--- config.mk ---
export PLATFORM = sky130hd
export DESIGN_NAME = sr_shift_register
export DESIGN_NICKNAME = d
export VERILOG_FILES = /design/src/rtl/sr_shift_register.sv
export SDC_FILE = /design/constraint.sdc
export NUM_CORES = 1
export LEC_CHECK = 0
export ABC_AREA = 1
export CORE_ASPECT_RATIO = 1.1
export CORE_MARGIN = 2
export CORE_UTILIZATION = 49
export CTS_CLUSTER_SIZE = 12
export DETAILED_ROUTE_END_ITERATION = 10
export PLACE_DENSITY = 0.82
export SLEW_MARGIN = 20
export SYNTH_ARGS = -nofsm -noshare
export SYNTH_HDL_FRONTEND = slang
export SYNTH_SLANG_ARGS = --single-unit
--- constraint.sdc ---
create_clock -name i_clk -period 2.7 [get_ports i_clk]
set_input_delay 0.81 -clock i_clk [delete_from_list [all_inputs] [get_ports i_clk]]
set_output_delay 0.81 -clock i_clk [all_outputs]
set_load 0.01 [all_outputs]
--- src/rtl/sr_shift_register.sv ---
// WIDTH-bit universal register: hold/load/shift, SR-style set/clear masks, counted multi-shift.
// Optional macro SR_SHIFT_ROTATE_EN adds i_rotate (shifts recirculate the exiting bit).
module sr_shift_register #(
    parameter int               WIDTH       = 8,
    parameter logic [WIDTH-1:0] RESET_VALUE = '0,
    localparam int              CNT_W       = $clog2(WIDTH + 1)
) (
    input  logic             i_clk,
    input  logic             i_rst,
    input  logic [1:0]       i_op,
    input  logic [WIDTH-1:0] i_d,
    input  logic             i_serial_in,
    input  logic [WIDTH-1:0] i_set_mask,
    input  logic [WIDTH-1:0] i_clr_mask,
    input  logic             i_start,
    input  logic             i_dir,
    input  logic [CNT_W-1:0] i_shift_count,
`ifdef SR_SHIFT_ROTATE_EN
    input  logic             i_rotate,
`endif
    output logic [WIDTH-1:0] o_q,
    output logic             o_serial_out,
    output logic             o_busy,
    output logic             o_done
);

    localparam logic [1:0] OP_HOLD = 2'b00;
    localparam logic [1:0] OP_LOAD = 2'b01;
    localparam logic [1:0] OP_SHL  = 2'b10;
    localparam logic [1:0] OP_SHR  = 2'b11;

    typedef enum logic [1:0] {
        S_IDLE,
        S_SHIFT,
        S_DONE
    } state_t;

    state_t           r_state;
    state_t           w_state_n;
    logic [WIDTH-1:0] r_q;
    logic [WIDTH-1:0] w_q_n;
    logic [WIDTH-1:0] w_r;
    logic [WIDTH-1:0] w_shl;
    logic [WIDTH-1:0] w_shr;
    logic             r_dir;
    logic             w_dir_n;
    logic [CNT_W-1:0] r_cnt;
    logic [CNT_W-1:0] w_cnt_n;
    logic             r_busy;
    logic             r_done;
    logic             w_rot;

`ifdef SR_SHIFT_ROTATE_EN
    assign w_rot = i_rotate;
`else
    assign w_rot = 1'b0;
`endif

    assign w_shl = {r_q[WIDTH-2:0], w_rot ? r_q[WIDTH-1] : i_serial_in};
    assign w_shr = {w_rot ? r_q[0] : i_serial_in, r_q[WIDTH-1:1]};

    always_comb begin
        w_r       = r_q;
        w_dir_n   = r_dir;
        w_cnt_n   = r_cnt;
        w_state_n = r_state;
        unique case (r_state)
            S_IDLE: begin
                if (i_start) begin
                    if (i_shift_count != '0) begin
                        w_cnt_n   = i_shift_count;
                        w_dir_n   = i_dir;
                        w_state_n = S_SHIFT;
                    end else begin
                        w_state_n = S_DONE;
                    end
                end else begin
                    unique case (i_op)
                        OP_HOLD: w_r = r_q;
                        OP_LOAD: w_r = i_d;
                        OP_SHL: begin
                            w_r     = w_shl;
                            w_dir_n = 1'b0;
                        end
                        OP_SHR: begin
                            w_r     = w_shr;
                            w_dir_n = 1'b1;
                        end
                        default: w_r = r_q;
                    endcase
                end
            end
            S_SHIFT: begin
                w_r     = r_dir ? w_shr : w_shl;
                w_cnt_n = r_cnt - CNT_W'(1);
                if (r_cnt <= CNT_W'(1)) begin
                    w_state_n = S_DONE;
                end
            end
            S_DONE:  w_state_n = S_IDLE;
            default: w_state_n = S_IDLE;
        endcase
    end

    // Both masks high is the SR "hold": keep the old bit, discard the op result.
    assign w_q_n = (w_r & ~(i_set_mask | i_clr_mask))
                 | (i_set_mask & ~i_clr_mask)
                 | (r_q & i_set_mask & i_clr_mask);

    always_ff @(posedge i_clk or posedge i_rst) begin
        if (i_rst) begin
            r_state <= S_IDLE;
            r_q     <= RESET_VALUE;
            r_dir   <= 1'b0;
            r_cnt   <= '0;
            r_busy  <= 1'b0;
            r_done  <= 1'b0;
        end else begin
            r_state <= w_state_n;
            r_q     <= w_q_n;
            r_dir   <= w_dir_n;
            r_cnt   <= w_cnt_n;
            r_busy  <= (w_state_n == S_SHIFT);
            r_done  <= (w_state_n == S_DONE);
        end
    end

    assign o_q          = r_q;
    assign o_serial_out = r_dir ? r_q[0] : r_q[WIDTH-1];
    assign o_busy       = r_busy;
    assign o_done       = r_done;

endmodule

## Word level (Yosys, flattened, before mapping)

Cells that the tools add are included.

- Register bits: 17
- Bits of input ports: 35
- Output and inout bits: 11
- Word-level logic and storage cells: 48

- $add $sub $neg: 1
- Order comparisons: 1
- Eq/ne operators: 9
- Mux-type cells: 15
- Bitwise logic cells: 9
- Reduce and logical (&&, ||, !) cells: 7

Operators by type and width:

| cell | number |
|---|---|
| $and 8x8->8 | 4 |
| $pmux 8 s4 | 1 |
| $or 8x8->8 | 3 |
| $mux 8 | 2 |
| $not 8->8 | 2 |
| $pmux 8 s2 | 1 |
| $mux 4 | 2 |
| $pmux 4 s2 | 1 |
| $eq 2x1->1 const B | 3 |
| $eq 2x2->1 const B | 3 |
| $mux 2 | 3 |
| $reduce_and 3->1 | 2 |
| $le 4x1->1 const B | 1 |
| $logic_not 2->1 | 2 |
| $ne 2x2->1 const B | 2 |
| $pmux 2 s2 | 1 |
| $reduce_bool 4->1 | 1 |
| $sub 4x1->4 const B | 1 |
| $mux 1 | 3 |
| $reduce_bool 3->1 | 1 |
| $ne 2x1->1 const B | 1 |
| $pmux 1 s2 | 1 |
| $reduce_bool 2->1 | 1 |

## Longest topological paths before layout

- Word-level depth: 7
- Depth in mapped cells: 8
- Depth with buffers taken out: 7

## Worst setup path after synthesis

No wires, ideal clock.

- Kind: register to output
- Start: register r_dir
- End: output o_serial_out
- Arrival time: 0.943 ns
- Data required time: 1.890 ns
- Slack: 0.947 ns
- Cell stages (with the launch flop): 4
- Buffers on the path: 2
- Path through: dfrtp_1 -> buf_2 -> buf_2 -> o21ai_0

- Word-level cells in the longest chain between the ends: 1

Ends and longest elaborated chain:

| element | RTL line | RTL |
|---|---|---|
| start: declaration | 45 | `logic r_dir;` |
| start signal: assignment | 121 | `r_dir <= w_dir_n;` |
| $mux 1 | 129 | `assign o_serial_out = r_dir ? r_q[0] : r_q[WIDTH-1];` |
| end: declaration | 22 | `output logic o_serial_out,` |

No other way between the ends.

## Worst setup path in the final report

Same ends and word-level chain as after synthesis.

==> reports/qor.csv <==
stage,metric,value,unit
routing,routed len/inst,12.7,µm
worst_hold_path,Worst Hold Launch,r_cnt[3]$_DFFE_PP0P_,
yosys,synth warn,0,
timing,relative slew slack,0.538,
clocking,CTS buffer count,3,
timing,fin crit period,2410,ps
yosys,Synth Net Count,252,
yosys,synth unique cells,23,
timing,fin. max-slew vios,0,
global_route,GRT Util Overall,0.232,
routing,routed wire length,3700,µm
timing,"Hold Vio Cnt, Final",0,
die,Die X,55.3,µm
yosys,area share of the largest cell type after synthesis,0.300,
finish,"commonest non-fill, non-tap cells in the layout","nand2_1, clkdlybuf4s50_1, inv_1, nand3_1",
placed_design,I/O Buffers,45,
worst_hold_path,Hold Path Depth,2,
worst_setup_path,arrival time worst endpoint,1600,ps
global_route,largest net degree at the start of global routing,18,
placed_design,Routability Congestion,0.875,
finish,layout cells sized above 1,0.0888,
timing,Max Fclk,415,MHz
clocking,Post-CTS Hold Buffers,0,
routing,Residual DRC,0,
finish,Final nets,297,
worst_setup_path,FF-to-FF path depth,6,
timing,actual slew at the worst max-slew pin,692,ps
worst_setup_path,CP Capture Type,output port,
die,Core ar.,2750,µm²
worst_setup_path,crit path cell chain,o21ai_0 -> clkdlybuf4s50_1,
flow_run,Max-Cap Viols,0,
worst_setup_path,"Largest stage delay, worst path",580,ps
worst_hold_path,WHS Endpoint,r_cnt[3]$_DFFE_PP0P_,
yosys,Cells after Synth,215,
placed_design,DP Wirelength,2760,µm
worst_setup_path,worst-path fanout max,8,
die,die area,3350,µm²
yosys,biggest area consumer among synthesized cells,dfrtp_1,
outcome,outcome,finished clean,
die,Initial Utilization,0.516,
clocking,CTS clock-pin slew for the worst setup and hold paths,110,ps
timing,clk_skew,5.71,ps
worst_setup_path,worst reg2reg startpoint,r_state[0]$_DFF_PP0_,
pwr,Pleak,0.864,nW
timing,period utilization,0.892,
routing,vias per std cell,5.36,
finish,Final Core Density,0.692,
finish,"most common cell after layout, fill and taps aside",nand2_1,
yosys,Synth Register Bits,17,
routing,DRT antenna net count,0,
pwr,VDD IR-drop max,640,µV
worst_setup_path,worst path buffer plus inverter count,1,
routing,Vias,1565,
worst_hold_path,HP Class,flip-flop to flip-flop,
worst_setup_path,reg-to-reg critical path endpoint,r_cnt[2]$_DFFE_PP0P_,
clocking,CTS tree,yes,
pwr,PD cells,845,nW/µm²
worst_setup_path,Top delay family on crit path,buffers and inverters,
die,Ports,46,
yosys,Mapped Area,1420,µm²
clocking,cts repair resizes,0,
worst_setup_path,critical path class,flip-flop to output port,
timing,Final setup viols,0,
global_route,grt total ovfl,0,
global_route,antenna violations before repair,0,
worst_setup_path,CP Launch Type,flip-flop,
finish,P&R area growth vs syn,34.1,%
yosys,sequential share of the synthesized area,0.300,
worst_setup_path,R2R Setup Slk,1120,ps
routing,DRT iter0 DRCs,45,
die,num rows,20,
routing,first drt pass iteration count,4,
yosys,"Avg Cell Area, Syn",6.61,µm²
finish,Ant. Diodes,0,
timing,RSZ-0062 raised after global routing,false,
worst_setup_path,CP max stage cell,clkdlybuf4s50_1,
worst_setup_path,WP data required,1890,ps
clocking,clock root cell,clkbuf_4,
global_route,first-pass GRT wire length,6240,µm
timing,Setup TNS Final,0,ps
yosys,largest cells by area after synthesis,"dfrtp_1, nand2_1, nand3_1",
global_route,vias in the first global route,1396,
clocking,maximum clock path buffer count,2,
clocking,clock sink count,17,
die,Die Y,60.5,µm
clocking,htree depth,1,
clocking,"Setup Fix Bufs, Post-CTS",0,
clocking,Clock Latency Late Sink,290,ps
==> registers in the layout (all words and copies together), names as in the netlist <==
| register | cells |
|---|---|
| r_cnt | 4 |
| o_busy | 1 |
| r_state | 2 |
| o_q | 8 |
| r_dir | 1 |
| o_done | 1 |
==> cell usage after synthesis <==
| master | n |
|---|---|
| a21boi_0 | 8 |
| buf_2 | 3 |
| nand2_4 | 1 |
| nand4_1 | 1 |
| o31ai_1 | 2 |
| o21ai_1 | 2 |
| o21ai_4 | 1 |
| dfrtp_1 | 17 |
| nand2_1 | 49 |
| ha_1 | 2 |
| o21ai_0 | 16 |
| nor2_2 | 1 |
| inv_2 | 5 |
| inv_1 | 23 |
| or2_2 | 2 |
| nand3_1 | 22 |
| buf_4 | 2 |
| clkbuf_1 | 1 |
| a21oi_1 | 20 |
| nor2_1 | 20 |
| buf_6 | 2 |
| a21oi_2 | 7 |
| o21bai_1 | 8 |
==> per-stage QoR <==
step	hold WS [ps]	cell area, µm²	worst slack, ps	power (mW)	instances
final	605	1900	292	1.61	292
after global routing	658	1900	153	1.78	292
after CTS	594	1900	281	1.60	292
after detailed placement	568	1880	343	1.46	288
after global placement	557	1880	368	1.44	288
after floorplan	519	1420	947	1.11	215
==> how the worst max path moves through the flow <==
stage	startpoint	end	slack [ps]	cells after the start
CTS	r_dir$_DFFE_PP0P_	o_serial_out	280	2
finish	r_dir$_DFFE_PP0P_	o_serial_out	290	2
detailed placement	i_op[0]	o_q[4]$_DFF_PP0_	340	6
floorplan	r_dir$_DFFE_PP0P_	o_serial_out	950	3
global placement	i_op[0]	o_q[4]$_DFF_PP0_	370	6
global route	o_q[7]$_DFF_PP0_	o_serial_out	150	3
==> final cells by class <==
class / count / area, µm²
Clock buffer: 4 / 26.3
Fill cell: 255 / 848
Inverter: 28 / 105
Multi-Input combinational cell: 162 / 833
Sequential cell: 17 / 425
Tap cell: 33 / 41.3
Timing Repair Buffer: 48 / 473
==> power by group <==
group	internal, mW	switching (mW)	total (mW)
Combinational	0.418	0.565	0.983
Sequential	0.369	0.113	0.483
Clock	0.0573	0.0866	0.144
Total	0.844	0.765	1.61
==> metal layers <==
metal  global-route usage  routed length [µm]  up-vias
met3               0.0235                 160        2
met5                    0                   0        -
met2                0.391                1700       48
met1                0.328                1820      719
met4               0.0523                  21        0
li1                     -                   -      796
==> tightest hold or removal path: stages, from the launching register on <==
cell and delay [ps]:
dfrtp_1 410, nand3_1 100, nand2_1 70
==> cells by family after synthesis <==
logic type               synth area share
adder cells (fa/ha/maj)            0.0176
AO/OA/AOI/OAI                       0.284
buffers and inverters               0.114
AND/OR/NAND/NOR                     0.285
flip-flops                          0.300
No activity file was read; power rests on OpenSTA's default activity.
